<file path="src/rtl/cluster_pwr_sequencer.sv">
// Cluster power sequencer: power -> clock -> reset release -> fetch on power-up, reverse on shutdown.
// Define CLUSTER_PWR_SEQ_TIMEOUT_EN to bound the DRAIN wait and raise a sticky error_o on expiry.
module cluster_pwr_sequencer #(
    parameter int unsigned PWR_SETTLE_CYCLES = 16,
    parameter int unsigned RST_CYCLES        = 8,
    parameter int unsigned DRAIN_TIMEOUT     = 1024,
    parameter int unsigned CNT_WIDTH         = 16
) (
    input  logic        clk_i,
    input  logic        rst_ni,
    input  logic        pwr_up_req_i,
    input  logic        pwr_dn_req_i,
    input  logic [63:0] boot_addr_i,
    output logic        req_ack_o,
    output logic        seq_busy_o,
    output logic        error_o,
    output logic [2:0]  state_o,
    output logic        cluster_pow_o,
    output logic        cluster_clk_en_o,
    output logic        cluster_rstn_o,
    output logic        cluster_byp_o,
    output logic        cluster_fetch_enable_o,
    output logic [63:0] cluster_boot_addr_o,
    input  logic        cluster_busy_i
);

    typedef enum logic [2:0] {
        OFF     = 3'd0,
        PWR_ON  = 3'd1,
        CLK_ON  = 3'd2,
        BOOT    = 3'd3,
        RUN     = 3'd4,
        DRAIN   = 3'd5,
        HALT    = 3'd6,
        CLK_OFF = 3'd7
    } state_t;

    localparam int unsigned PS_N = (PWR_SETTLE_CYCLES == 0) ? 1 : PWR_SETTLE_CYCLES;
    localparam int unsigned RS_N = (RST_CYCLES == 0) ? 1 : RST_CYCLES;
    localparam int unsigned DT_N = (DRAIN_TIMEOUT == 0) ? 1 : DRAIN_TIMEOUT;
    localparam logic [CNT_WIDTH-1:0] PS_LOAD = CNT_WIDTH'(PS_N - 1);
    localparam logic [CNT_WIDTH-1:0] RS_LOAD = CNT_WIDTH'(RS_N - 1);
    localparam logic [CNT_WIDTH-1:0] DT_LOAD = CNT_WIDTH'(DT_N - 1);

    state_t               state_q, state_d;
    logic [CNT_WIDTH-1:0] cnt_q, cnt_d;
    logic                 ack_d, err_d, busy_d;
    logic [63:0]          boot_d;
    logic [4:0]           ctrl_d;   // pow, clk_en, rstn, byp, fetch

    always_comb begin
        state_d = state_q;
        cnt_d   = (cnt_q != '0) ? cnt_q - CNT_WIDTH'(1) : cnt_q;
        ack_d   = 1'b0;
        boot_d  = cluster_boot_addr_o;
        err_d   = error_o;
        case (state_q)
            OFF: begin
                // requests are ignored during the ack cycle so a held level is not re-accepted
                if (!req_ack_o) begin
                    if (pwr_up_req_i) begin
                        state_d = PWR_ON;
                        cnt_d   = PS_LOAD;
                        boot_d  = boot_addr_i;
                        err_d   = 1'b0;
                    end else if (pwr_dn_req_i) begin
                        ack_d = 1'b1;
                    end
                end
            end
            PWR_ON: if (cnt_q == '0) begin
                state_d = CLK_ON;
                cnt_d   = RS_LOAD;
            end
            CLK_ON: if (cnt_q == '0) state_d = BOOT;
            BOOT: begin
                state_d = RUN;
                ack_d   = 1'b1;
            end
            RUN: begin
                if (!req_ack_o) begin
                    if (pwr_dn_req_i) begin
                        state_d = DRAIN;
                        cnt_d   = DT_LOAD;
                    end else if (pwr_up_req_i) begin
                        ack_d = 1'b1;
                    end
                end
            end
            DRAIN: begin
                if (!cluster_busy_i) begin
                    state_d = HALT;
`ifdef CLUSTER_PWR_SEQ_TIMEOUT_EN
                end else if (cnt_q == '0) begin
                    state_d = HALT;
                    err_d   = 1'b1;
`endif
                end
            end
            HALT:    state_d = CLK_OFF;
            CLK_OFF: begin
                state_d = OFF;
                ack_d   = 1'b1;
            end
            default: state_d = OFF;
        endcase
`ifndef CLUSTER_PWR_SEQ_TIMEOUT_EN
        err_d = 1'b0;
`endif
    end

    always_comb begin
        ctrl_d = 5'b00010;
        case (state_d)
            OFF:     ctrl_d = 5'b00010;
            PWR_ON:  ctrl_d = 5'b10010;
            CLK_ON:  ctrl_d = 5'b11010;
            BOOT:    ctrl_d = 5'b11101;
            RUN:     ctrl_d = 5'b11101;
            DRAIN:   ctrl_d = 5'b11100;
            HALT:    ctrl_d = 5'b11010;
            CLK_OFF: ctrl_d = 5'b10010;
            default: ctrl_d = 5'b00010;
        endcase
        busy_d = (state_d != OFF) && (state_d != RUN);
    end

    always_ff @(posedge clk_i) begin
        if (!rst_ni) begin
            state_q                <= OFF;
            cnt_q                  <= '0;
            req_ack_o              <= 1'b0;
            error_o                <= 1'b0;
            seq_busy_o             <= 1'b0;
            cluster_boot_addr_o    <= '0;
            cluster_pow_o          <= 1'b0;
            cluster_clk_en_o       <= 1'b0;
            cluster_rstn_o         <= 1'b0;
            cluster_byp_o          <= 1'b1;
            cluster_fetch_enable_o <= 1'b0;
        end else begin
            state_q                <= state_d;
            cnt_q                  <= cnt_d;
            req_ack_o              <= ack_d;
            error_o                <= err_d;
            seq_busy_o             <= busy_d;
            cluster_boot_addr_o    <= boot_d;
            {cluster_pow_o, cluster_clk_en_o, cluster_rstn_o,
             cluster_byp_o, cluster_fetch_enable_o} <= ctrl_d;
        end
    end

    assign state_o = state_q;

endmodule

</file>
<file path="config.mk">
export PLATFORM = sky130hd
export DESIGN_NAME = cluster_pwr_sequencer
export DESIGN_NICKNAME = d
export VERILOG_FILES = /design/src/rtl/cluster_pwr_sequencer.sv
export SDC_FILE = /design/constraint.sdc
export NUM_CORES = 1
export LEC_CHECK = 0
export CAP_MARGIN = 40
export CORE_AREA = 2 2 94 96
export CTS_CLUSTER_DIAMETER = 200
export CTS_CLUSTER_SIZE = 30
export DETAILED_ROUTE_END_ITERATION = 7
export DIE_AREA = 0 0 96 98
export GPL_TIMING_DRIVEN = 1
export PLACE_DENSITY = 0.78
export SLEW_MARGIN = 20
export SYNTH_ARGS = -nofsm -noshare
export SYNTH_HDL_FRONTEND = slang
export SYNTH_SLANG_ARGS = --single-unit
</file>
<file path="constraint.sdc">
create_clock -name clk_i -period 2.35 [get_ports clk_i]
set_input_delay 0.47 -clock clk_i [delete_from_list [all_inputs] [get_ports clk_i]]
set_output_delay 0.47 -clock clk_i [all_outputs]
set_load 0.05 [all_outputs]
</file>
==> run_results.csv <==
group,metric,value,unit
logic_synthesis,synth_commonest_cells,"139 x nand2_1, 90 x dfxtp_1, 75 x a21oi_1, 21 x clkbuf_1, 19 x nor2_1",
clock_tree,cts_buffer_depth,2,
sta,fin_tns_setup,0,ns
drt,via_per_inst,4.95,
finish,multi_input_area,0.00159,mm2
logic_synthesis,syn_inst,440,
clock_tree,clock-sinks,90,
logic_synthesis,synth_edf_count,0,
drt,wirelength,9210,um
logic_synthesis,synth_top_family_by_area,"simple AND/OR/NAND/NOR gates",
sta,fin_ws,0.165,ns
logic_synthesis,synth_top_area_share,0.509,
setup_path,crit_arrival,2.43,ns
drt,num_vias,3398,
setup_path,r2r-start,"cnt_q[1]",
global_route,grt_remaining_overflow,0,
sta,min_period_over_period,0.930,
drt,drt_iter0_drc,152,
setup_path,crit_path_start,"cnt_q[1]",
logic_synthesis,yosys-top-cells-area,"dfxtp_1 51%, nand2_1 15%, a21oi_1 11%, clkbuf_1 2.2%, nor2_1 2.0%",
clock_tree,clk_pin_slew,0.08,ns
logic_synthesis,synth.most_common_cell,"nand2_1",
logic_synthesis,synthArstFlopShare,0,
run_status,outcome,"completed",
min_path,hold_path_class,"flop to flop",
logic_synthesis,synthesis.area,0.00354,mm2
logic_synthesis,ys_seq_area_frac,0.509,
pwr,p_leak,1.96,nW
logic_synthesis,ys_seq_elements,90,
setup_path,crit_path_start_kind,"flop",
sta,setup_viol_count_final,0,
logic_synthesis,synth_compound_area_frac,0.148,
finish,antenna_cells,0,
logic_synthesis,synth_xor_area_frac,0.0247,
sta,max_clock_freq,458,MHz
drt,wl_per_cell,13.4,um
finish,n_fill_cell,724,
pwr,power_density,1150,mW/mm2
sta,slew_violations,0,
clock_tree,cts.htree.levels,3,
setup_path,worstPathMaxFanout,12,
pwr,peakVddDrop,0.000583,V
sta,slew_headroom,0.638,
setup_path,rr_worst_depth,8,
drt,dr.pass1.iters,4,
min_path,worstHoldStart,"cluster_boot_addr_o[12]",
global_route,grt_start_max_net_pins,65,
sta,hold_viol_final,0,
clock_tree,clockRootBuffer,"clkbuf_8",
drt,drt.antenna.violating_nets,0,
floorplanning,die_width,96,um
sta,rsz0062_at_grt,"no",
sta,clock_skew,0.0118,ns
logic_synthesis,avgSynthCellArea,8.05,um2
finish,seq_area,0.00180,mm2
clock_tree,cts_tree,"done",
floorplanning,die_area,0.00941,mm2
floorplanning,start_util,0.418,
floorplanning,core_area,0.00847,mm2
global_route,grt_pass1_wl,14800,um
drt,drc_errors,0,
global_route,antenna_found_initial,0,
clock_tree,cts_resized,0,
floorplanning,io_pins,144,
logic_synthesis,synthSimpleGateAreaFrac,0.259,
placement,dpl-instance-area,0.00508,mm2
finish,fin_nets,646,
global_route,gr-usage-all-layers,0.199,
sta,fin_crit,2.18,ns
finish,syn_to_final_growth,49.1,%
placement,hpwl,6700,um
logic_synthesis,synth_top_cell_by_area,"dfxtp_1",
global_route,grt_pass1_vias,3308,
min_path,min_delay_path_depth,2,
placement,post-place-ws,0.130,ns
logic_synthesis,synth_fa_ha_area_frac,0.0106,
logic_synthesis,yosysWarnings,0,
setup_path,crit_type,"flop to flop",
clock_tree,hold_buffers,0,
setup_path,end_kind,"flop",
run,cap_viol_max_count,0,
setup_path,crit_required,2.59,ns
placement,port-buffer-count,142,
logic_synthesis,synth_flop_cell,"dfxtp_1",
placement,place.gp.congestion,0.861,
clock_tree,post_cts_buffers,0,
logic_synthesis,ys_types,48,
clock_tree,cts_buffers,9,
floorplanning,die_height,98,um
finish,final_area,0.00528,mm2
sta,tightest_slew,0.541,ns
logic_synthesis,synth_nets,512,
finish,layout-drive-gt1-share,0.0674,
logic_synthesis,synthMuxAreaShare,0.00565,
pwr,p_total,0.00606,W
clock_tree,clk_latency,0.35,ns
floorplanning,num_rows,34,
final cells by class:
cell class / instances / area share
Clock buffer: 11 / 0.0249
Clock inverter: 5 / 0.0118
Inverter: 5 / 0.00355
Multi-Input combinational cell: 315 / 0.301
Sequential cell: 90 / 0.341
Tap cell: 108 / 0.0256
Timing Repair Buffer: 153 / 0.291
per-layer routing:
metal	vias to the layer above	global-route usage	part of all wire
met5	-	0	0
met4	0	0.0802	0.018
met3	14	0.0779	0.091
met2	118	0.321	0.48
met1	1550	0.234	0.41
li1	1716	-	-
cells in the final DEF, fill, tap and decap left out, types with 2 or more instances in the layout:
cell and n:
clkdlybuf4s50_1 141, nand2_1 139, dfxtp_1 90, a21oi_1 75, nor2_1 19, clkbuf_8 9
buf_4 9, o21ai_0 8, xor2_1 6, nor2b_1 4, nor3b_1 4, nand3_1 4
nor4_1 4, xnor2_1 4, or3_1 3, inv_1 3, nor3_1 3, nand3b_1 3
nand2b_1 3, a211oi_1 3, ha_1 3, buf_12 3, or4_4 2, inv_2 2
or2_2 2, nor2_2 2, nor4_2 2, mux2i_1 2, clkbuf_1 2, clkinvlp_4 2
power breakdown:
| group | internal, W | switching (W) |
|---|---|---|
| clock network | 0.000498 | 0.000536 |
| logic | 0.00114 | 0.00182 |
| registers | 0.00184 | 0.000229 |
worst max-delay path, stage by stage, from the launching register on:
cell	delay [ns]
dfxtp_1	0.32
inv_1	0.10
ha_1	0.17
or4b_1	0.51
nor4_4	0.26
inv_2	0.16
ha_1	0.30
a211oi_1	0.21
nor2_1	0.06
cells by family after synthesis:
family / after synthesis
xor+xnor: 10
simple gates: 202
flops: 90
other cells: 1
mux: 2
fa+ha+maj: 3
buf+inv: 35
compound gates: 97
state kept, by name, summed over array words and instances (netlist names):
name	cells
state_o	3
cluster_boot_addr_o	64
cnt_q	16
cluster_fetch_enable_o	1
cluster_pow_o	1
cluster_clk_en_o	1
seq_busy_o	1
cluster_byp_o	1
cluster_rstn_o	1
req_ack_o	1
final timing paths:
path	end	slack, ns
max	cnt_q[0]	0.17
min reg2reg	cluster_boot_addr_o[12]	0.46
max reg2reg	cnt_q[0]	0.17
min	cluster_boot_addr_o[12]	0.46
through the flow:
step | hold slack [ns] | utilization | instances
final | 0.456 | 0.624 | 687
after global routing | 0.479 | 0.624 | 687
after CTS | 0.459 | 0.623 | 686
after detailed placement | 0.447 | 0.600 | 670
after global placement | 0.441 | 0.600 | 670
after floorplan | 0.479 | - | 440
(Power assumes the default switching activity.)
